--- src/rtl/wb_pkg.sv ---
// wb_pkg: shared types and constants for the writeback stage.
//   wb_sel_e    register-file write source select
//   wb_state_e  writeback FSM states
//   LOAD_F3_*   load funct3 encodings (size / signedness)
package wb_pkg;

  typedef enum logic [1:0] {
    WB_ALU = 2'd0,
    WB_MEM = 2'd1,
    WB_PC4 = 2'd2,
    WB_CSR = 2'd3
  } wb_sel_e;

  typedef enum logic {
    IDLE      = 1'b0,
    WAIT_LOAD = 1'b1
  } wb_state_e;

  localparam logic [2:0] LOAD_F3_LB  = 3'b000;
  localparam logic [2:0] LOAD_F3_LH  = 3'b001;
  localparam logic [2:0] LOAD_F3_LW  = 3'b010;
  localparam logic [2:0] LOAD_F3_LD  = 3'b011;
  localparam logic [2:0] LOAD_F3_LBU = 3'b100;
  localparam logic [2:0] LOAD_F3_LHU = 3'b101;
  localparam logic [2:0] LOAD_F3_LWU = 3'b110;

endpackage

--- src/rtl/load_formatter.sv ---
// load_formatter: aligns and sign/zero-extends raw load response data.
// Purely combinational.
// Ports:
//   i_rdata   naturally aligned word/dword from data memory
//   i_offset  byte offset of the access inside that word/dword
//   i_funct3  load size/sign encoding (LOAD_F3_*)
//   o_data    formatted register-file value
// Misaligned offsets are truncated to the access size; unknown funct3 passes i_rdata.
module load_formatter
  import wb_pkg::*;
#(
  parameter int unsigned XLEN  = 32,
  parameter int unsigned OFF_W = $clog2(XLEN / 8)
) (
  input  logic [XLEN-1:0]  i_rdata,
  input  logic [2:0]       i_funct3,
  input  logic [OFF_W-1:0] i_offset,
  output logic [XLEN-1:0]  o_data
);

  logic [XLEN-1:0] w_byte_sh;
  logic [XLEN-1:0] w_half_sh;
  logic [XLEN-1:0] w_word_sh;
  logic            w_word_hi;

  // Only a 64-bit datapath has two words to choose from. With XLEN=32 the word
  // path degenerates to the full data, which is also what LD/LWU must return there.
  assign w_word_hi = (XLEN == 64) && i_offset[OFF_W-1];

  assign w_byte_sh = i_rdata >> {i_offset, 3'b000};
  assign w_half_sh = i_rdata >> {i_offset[OFF_W-1:1], 4'b0000};
  assign w_word_sh = i_rdata >> {w_word_hi, 5'b00000};

  always_comb begin
    o_data = i_rdata;
    case (i_funct3)
      LOAD_F3_LB:  o_data = XLEN'($signed(w_byte_sh[7:0]));
      LOAD_F3_LH:  o_data = XLEN'($signed(w_half_sh[15:0]));
      LOAD_F3_LW:  o_data = XLEN'($signed(w_word_sh[31:0]));
      LOAD_F3_LBU: o_data = XLEN'(w_byte_sh[7:0]);
      LOAD_F3_LHU: o_data = XLEN'(w_half_sh[15:0]);
      LOAD_F3_LWU: o_data = XLEN'(w_word_sh[31:0]);
      LOAD_F3_LD:  o_data = i_rdata;
      default:     o_data = i_rdata;
    endcase
  end

endmodule

--- src/rtl/writeback_stage.sv ---
// writeback_stage: registered RV32/RV64 writeback stage.
// Accepts one retiring instruction per handshake, waits for a variable-latency
// load response when needed, and drives the register-file write port one cycle later.
// Optional feature macro: WB_FWD_EN adds a combinational bypass (fwd_*) of the
// value that the register file will receive on the next clock edge.
// Ports:
//   clk, rst_n                   clock (rising edge), async active-low reset
//   in_valid / in_ready          upstream handshake; ready only in IDLE
//   in_wb_sel, in_rf_we, in_rd   write source, write enable, destination
//   in_is_load, in_funct3        load marker and size/sign encoding
//   in_alu_result, in_pc         ALU result (also load address), instruction PC
//   in_csr_rdata                 CSR read data
//   dmem_rvalid, dmem_rdata      load response pulse and data
//   rf_we, rf_waddr, rf_wdata    registered register-file write port
//   fwd_valid, fwd_rd, fwd_data  bypass of next-cycle write (WB_FWD_EN only)
//   err_unexp_rsp, err_timeout   sticky error flags
module writeback_stage
  import wb_pkg::*;
#(
  parameter int unsigned XLEN        = 32,
  parameter int unsigned REG_ADDR_W  = 5,
  parameter int unsigned PC_INC      = 4,
  parameter int unsigned TIMEOUT_CYC = 64
) (
  input  logic                  clk,
  input  logic                  rst_n,
  input  logic                  in_valid,
  output logic                  in_ready,
  input  wb_sel_e               in_wb_sel,
  input  logic                  in_rf_we,
  input  logic [REG_ADDR_W-1:0] in_rd,
  input  logic                  in_is_load,
  input  logic [2:0]            in_funct3,
  input  logic [XLEN-1:0]       in_alu_result,
  input  logic [XLEN-1:0]       in_pc,
  input  logic [XLEN-1:0]       in_csr_rdata,
  input  logic                  dmem_rvalid,
  input  logic [XLEN-1:0]       dmem_rdata,
  output logic                  rf_we,
  output logic [REG_ADDR_W-1:0] rf_waddr,
  output logic [XLEN-1:0]       rf_wdata,
`ifdef WB_FWD_EN
  output logic                  fwd_valid,
  output logic [REG_ADDR_W-1:0] fwd_rd,
  output logic [XLEN-1:0]       fwd_data,
`endif
  output logic                  err_unexp_rsp,
  output logic                  err_timeout
);

  localparam int unsigned OFF_W = $clog2(XLEN / 8);
  localparam int unsigned CNT_W = $clog2(TIMEOUT_CYC);

  // FSM and load context
  wb_state_e             r_state;
  logic [CNT_W-1:0]      r_cnt;
  logic [REG_ADDR_W-1:0] r_ld_rd;
  logic                  r_ld_we;
  logic [2:0]            r_ld_f3;
  logic [OFF_W-1:0]      r_ld_off;
  wb_sel_e               r_ld_sel;
  logic [XLEN-1:0]       r_ld_alt;

  // Registered outputs
  logic                  r_rf_we;
  logic [REG_ADDR_W-1:0] r_rf_waddr;
  logic [XLEN-1:0]       r_rf_wdata;
  logic                  r_err_unexp;
  logic                  r_err_timeout;

  logic                  w_accept;
  logic                  w_wr_fire;
  logic                  w_timeout;
  logic [REG_ADDR_W-1:0] w_wr_addr;
  logic [XLEN-1:0]       w_wr_data;
  logic [XLEN-1:0]       w_sel_val;
  logic [XLEN-1:0]       w_fmt_data;

  assign in_ready = (r_state == IDLE);
  assign w_accept = in_valid && in_ready;

  load_formatter #(
    .XLEN  (XLEN),
    .OFF_W (OFF_W)
  ) u_load_formatter (
    .i_rdata  (dmem_rdata),
    .i_funct3 (r_ld_f3),
    .i_offset (r_ld_off),
    .o_data   (w_fmt_data)
  );

  // Non-load source value of the incoming instruction. A load whose select is
  // not MEM stores this at acceptance and writes it once the response arrives.
  always_comb begin
    w_sel_val = in_alu_result;
    unique case (in_wb_sel)
      WB_ALU: w_sel_val = in_alu_result;
      WB_PC4: w_sel_val = in_pc + XLEN'(PC_INC);
      WB_CSR: w_sel_val = in_csr_rdata;
      // A non-load has no response to format; fall back to the ALU value.
      WB_MEM: w_sel_val = in_alu_result;
    endcase
  end

  // Decode what the register file receives on the next edge.
  always_comb begin
    w_wr_fire = 1'b0;
    w_wr_addr = in_rd;
    w_wr_data = w_sel_val;
    w_timeout = 1'b0;
    unique case (r_state)
      IDLE: begin
        w_wr_fire = w_accept && !in_is_load && in_rf_we && (in_rd != '0);
      end
      WAIT_LOAD: begin
        w_wr_addr = r_ld_rd;
        w_wr_data = (r_ld_sel == WB_MEM) ? w_fmt_data : r_ld_alt;
        // A response in the final counted cycle still wins over the timeout.
        if (dmem_rvalid) begin
          w_wr_fire = r_ld_we;
        end else if (r_cnt == CNT_W'(TIMEOUT_CYC - 1)) begin
          w_timeout = 1'b1;
        end
      end
    endcase
  end

  always_ff @(posedge clk or negedge rst_n) begin
    if (!rst_n) begin
      r_state       <= IDLE;
      r_cnt         <= '0;
      r_ld_rd       <= '0;
      r_ld_we       <= 1'b0;
      r_ld_f3       <= '0;
      r_ld_off      <= '0;
      r_ld_sel      <= WB_ALU;
      r_ld_alt      <= '0;
      r_rf_we       <= 1'b0;
      r_rf_waddr    <= '0;
      r_rf_wdata    <= '0;
      r_err_unexp   <= 1'b0;
      r_err_timeout <= 1'b0;
    end else begin
      r_rf_we <= w_wr_fire;
      // Address and data only move with a write, so they hold between pulses.
      if (w_wr_fire) begin
        r_rf_waddr <= w_wr_addr;
        r_rf_wdata <= w_wr_data;
      end
      if (w_timeout) begin
        r_err_timeout <= 1'b1;
      end
      if (dmem_rvalid && (r_state == IDLE)) begin
        r_err_unexp <= 1'b1;
      end

      unique case (r_state)
        IDLE: begin
          if (w_accept && in_is_load) begin
            r_state  <= WAIT_LOAD;
            r_cnt    <= '0;
            r_ld_rd  <= in_rd;
            r_ld_we  <= in_rf_we && (in_rd != '0);
            r_ld_f3  <= in_funct3;
            r_ld_off <= in_alu_result[OFF_W-1:0];
            r_ld_sel <= in_wb_sel;
            r_ld_alt <= w_sel_val;
          end
        end
        WAIT_LOAD: begin
          if (dmem_rvalid || w_timeout) begin
            r_state <= IDLE;
            r_cnt   <= '0;
          end else begin
            r_cnt <= r_cnt + CNT_W'(1);
          end
        end
      endcase
    end
  end

  assign rf_we         = r_rf_we;
  assign rf_waddr      = r_rf_waddr;
  assign rf_wdata      = r_rf_wdata;
  assign err_unexp_rsp = r_err_unexp;
  assign err_timeout   = r_err_timeout;

`ifdef WB_FWD_EN
  assign fwd_valid = w_wr_fire;
  assign fwd_rd    = w_wr_addr;
  assign fwd_data  = w_wr_data;
`endif

endmodule
--- config.mk ---
export PLATFORM = sky130hd
export DESIGN_NAME = writeback_stage
export DESIGN_NICKNAME = d
export VERILOG_FILES = /design/src/rtl/wb_pkg.sv /design/src/rtl/load_formatter.sv /design/src/rtl/writeback_stage.sv
export SDC_FILE = /design/constraint.sdc
export NUM_CORES = 1
export LEC_CHECK = 0
export CORE_UTILIZATION = 45
export CTS_BUF_LIST = sky130_fd_sc_hd__clkbuf_4 sky130_fd_sc_hd__clkbuf_8
export DETAILED_ROUTE_END_ITERATION = 8
export HOLD_SLACK_MARGIN = 0.1
export PLACE_DENSITY = 0.9
export SLEW_MARGIN = 20
export SYNTH_ARGS = -nofsm -noshare
export SYNTH_HDL_FRONTEND = slang
export SYNTH_SLANG_ARGS = --single-unit
--- constraint.sdc ---
create_clock -name clk -period 1.9 [get_ports clk]
set_clock_uncertainty 0.15 [all_clocks]
set_input_delay 0.38 -clock clk [delete_from_list [all_inputs] [get_ports clk]]
set_output_delay 0.38 -clock clk [all_outputs]
set_load 0.005 [all_outputs]
==> results.md <==
* Status: finished, violations left
* Failing checks: negative setup slack
* Synth warnings at 0
* Final core utilization at 80.38%
* Die ar. at 14,440 sq um
* Reg power frac at 34.1%
* I/O pin total at between 150 and 200
* Most common library cells after synthesis: nand2_1, dfrtp_1, o21ai_0, clkbuf_1, nor2_1
* Crit-path max FO at 13
* Nets at 1,245
* Final HPWL DP at 19,010 microns
* Worst Max-Slew Pin Slew at about 0.8 ns
* RSZ-0062 raised after global routing: yes
* R2R Path Start: r_state$_DFF_PN0_
* Sw frac at 39.38%
* DP Cell Count at ~1,200
* Total Routed Length at 34,570 microns
* Slowest cell delay on critical path at 0.66 ns
* # port buffers at between 150 and 200
* Synth top area share at 36.63%
* Core area at 13,450 sq um
* Startpoint Class: input port
* RR Endpoint: r_ld_alt[29]$_DFFE_PN0P_
* Antenna Violating Nets Remaining at 0
* Initial antenna violation count at 1
* 1st-iter DRT viols at 1,518
* Power Total at 8.783 mW
* Nature of the critical path endpoint: flop
* Synth area leaders: dfrtp_1, nand2_1, o21ai_0, mux2i_1, a21oi_1
* Met2 global-route usage at 64.69%
* Fin. Hold Viols at 0
* Die Wd at between 100 and 150 microns
* Rows at 42
* Cts bufs inserted at 9
* Synthesized cell area at 6285 sq um
* Max VDD drop at 0.4435 mV
* Clock network power share at 17.1%
* #FFs+latches synth at between 90 and 100
* Critical Path, Cell by Cell: clkdlybuf4s50_1, buf_4, and3_1, buf_12, nand2_1, o21ai_0
* Leakage Power at roughly 4.5 nW
* Worst Setup EP: r_ld_alt[29]$_DFFE_PN0P_
* Layout area overhead at 72.07%
* GR Util met1 at 46.86%
* Total GRT Usage at between 30% and 40%
* Die height at 120.2 microns
* Met3 Track Usage GR at 11.51%
* Top-count cell post-synth: nand2_1
* Switching Power at between 3 and 4 mW
* Share of cells above drive strength 1 at approximately 35%
* GPL Wtd Cong at 0.9447
* Initial Utilization at 46.72%
* Post-synthesis async set-or-reset flop share at 100.0%
* CTS tree: built
* Number of synthesized flops with an enable pin at 0
* Crit. Startpoint: in_is_load
* GRT busiest layer: met2
* Non-filler instance count after layout at approximately 1,300
* Final Cycle Share at 120.2%
* Worst-Skew Late Latency at around 0.40 ns
* Post-synthesis sequential area ratio at 36.63%
* Worst Path Arrival at roughly 2.4 ns
* Clock slew at reported path FFs at between 0.1 and 0.15 ns
* Worst Hold Class: input port to flop
* Clock sink count at between 90 and 100
* Yosys top cell by area: dfrtp_1
* Worst rel slew slack at about 47%
* CTS root buf: clkbuf_8
* Register-to-register setup slack at -0.28 ns
* DR WL/cell at about 27 microns
* GR Overflow Total at 0
* H-tree depth at 3
* Min setup slack post-route at -0.3847 ns
* Slowest CP cell: o21ai_0
* Internal power at approximately 5.3 mW
* Clk buf depth at 2
* Power per cell area at 812.2 nW/um^2
* Post-synthesis cell type count at 78
* Pin count of the biggest net entering global routing at 93
* Total number of vias at around 9,100
* Vias in the first global route at 8,348
* Synthesized area per cell at 8.369 sq um
* Cells after synthesis at 751
* Critical Path RT at 1.97 ns
* Syn Nets at 897
* WS Path Type: input port to flop
* Max-slew violation count at 0
* Comb pwr share at 48.8%
* Pre-antenna DRT Iters at 8
* F_max at 0.4377 GHz
* Crit path time final at 2.285 ns
* Max-cap violation count at 0
* Final number of setup-violating endpoints at 40
* Vias per std cell at a little over 7
* Pre-CTS setup slack at -0.8296 ns
* Global-route wire length before repair at 44,080 microns
* Reg2reg path depth at 6
* Residual DRC count at 0
* Main flop type after synthesis: dfrtp_1
-- power by group through the flow --
stage | Combinational [mW] | Clock (mW) | Sequential (mW)
5_1_grt | 4.43 | 1.54 | 3.00
3_3_place_gp | 3.11 | 0 | 2.87
2_1_floorplan | 1.37 | 0 | 2.79
3_5_place_dp | 3.22 | 0 | 2.88
6_report | 4.29 | 1.50 | 2.99
4_1_cts | 3.50 | 1.40 | 2.86
-- layer usage --
| layer | share of wire [%] | vias to the layer above |
|---|---|---|
| li1 | - | 3528 |
| met1 | 32 | 4145 |
| met2 | 43 | 1077 |
| met3 | 15 | 374 |
| met4 | 9.7 | 0 |
| met5 | 0 | - |
-- worst max-delay path: cells and delay by family --
| kind | cells | cell delay (ns) |
|---|---|---|
| compound gates | 1 | 0.66 |
| buf+inv | 3 | 0.90 |
| simple gates | 2 | 0.41 |
-- placed cells by master, fill, tap and decap left out, types with 8 or more instances in the layout --
| cell type | instances |
|---|---|
| or3_1 | 8 |
| clkdlybuf4s50_1 | 142 |
| mux2i_1 | 18 |
| buf_4 | 174 |
| and2_1 | 10 |
| a21o_1 | 8 |
| nor2_1 | 36 |
| o21ai_0 | 46 |
| a21oi_2 | 9 |
| nand4_1 | 12 |
| mux2_2 | 9 |
| o221ai_2 | 8 |
| nand2_1 | 112 |
| o21ai_1 | 16 |
| buf_6 | 28 |
| buf_2 | 8 |
| nand2b_1 | 8 |
| a31oi_1 | 12 |
| o211ai_1 | 13 |
| a22oi_1 | 9 |
| a21oi_1 | 24 |
| clkbuf_8 | 11 |
| inv_1 | 11 |
| nand3_1 | 15 |
| dfrtp_1 | 89 |
| dlygate4sd2_1 | 21 |
-- worst min path at each step --
| stage | startpoint | to | slack [ns] | cells after the start |
|---|---|---|---|---|
| finish | in_rd[2] | r_ld_rd[2]$_DFFE_PN0P_ | 0.11 | 3 |
| floorplan | rst_n | err_timeout$_DFFE_PN0P_ | -0.07 | 0 |
| detailed placement | err_unexp_rsp$_DFFE_PN0P_ | err_unexp_rsp$_DFFE_PN0P_ | 0.29 | 1 |
| global route | in_rd[2] | r_ld_rd[2]$_DFFE_PN0P_ | 0.11 | 3 |
| global placement | err_unexp_rsp$_DFFE_PN0P_ | err_unexp_rsp$_DFFE_PN0P_ | 0.29 | 1 |
| CTS | in_rd[4] | r_ld_rd[4]$_DFFE_PN0P_ | 0.15 | 4 |
-- layout make-up --
| type | instances | area, sq um |
|---|---|---|
| clock inverters | 4 | 47.55 |
| fillers | 723 | 2639 |
| multi-input cells | 583 | 4415 |
| clock buffers | 12 | 158.9 |
| repair inverters | 1 | 8.758 |
| flip-flops and latches | 92 | 2306 |
| repair buffers | 397 | 3587 |
| diodes | 1 | 2.502 |
| well taps | 176 | 220.2 |
| inverters | 15 | 67.56 |
-- state kept, by name, summed over array words and instances, names as in the netlist --
signal	count
err_unexp_rsp	1
rf_wdata	32
r_ld_sel	2
r_ld_f3	3
r_cnt	6
r_ld_rd	5
r_state	1
rf_we	1
r_ld_off	2
err_timeout	1
r_ld_we	1
rf_waddr	5
r_ld_alt	32
-- logic make-up after synthesis --
group	Yosys count	synth area share, %
and+or+nand+nor	291	23.73
AOI/OAI and AO/OA	251	27.41
DFF	92	36.63
buffers and inverters	76	5.534
muxes	31	5.176
xor gates and xnor gates	8	1.115
adders and majority gates	2	0.3981
-- through the flow --
stage / TNS (ns) / cell area [sq um] / hold WS (ns)
finish: -4.803 / 10810 / 0.1101
global route: -5.654 / 10810 / 0.1071
CTS: -0.4517 / 10210 / 0.1489
detailed placement: -42.73 / 9457 / 0.2929
global placement: -37.53 / 9457 / 0.2891
floorplan: -2.794 / 6431 / -0.06559
-- what timing repair did --
action                     CTS  global route
setup buffers               27            20
gates resized for setup    148           118
hold endpoints to repair    93             0
pin swaps                   43            48
setup endpoints to repair   62            60
hold buffers                 2             0
gates cloned                 1             2
Note: power is estimated with default switching activity, not from simulation.
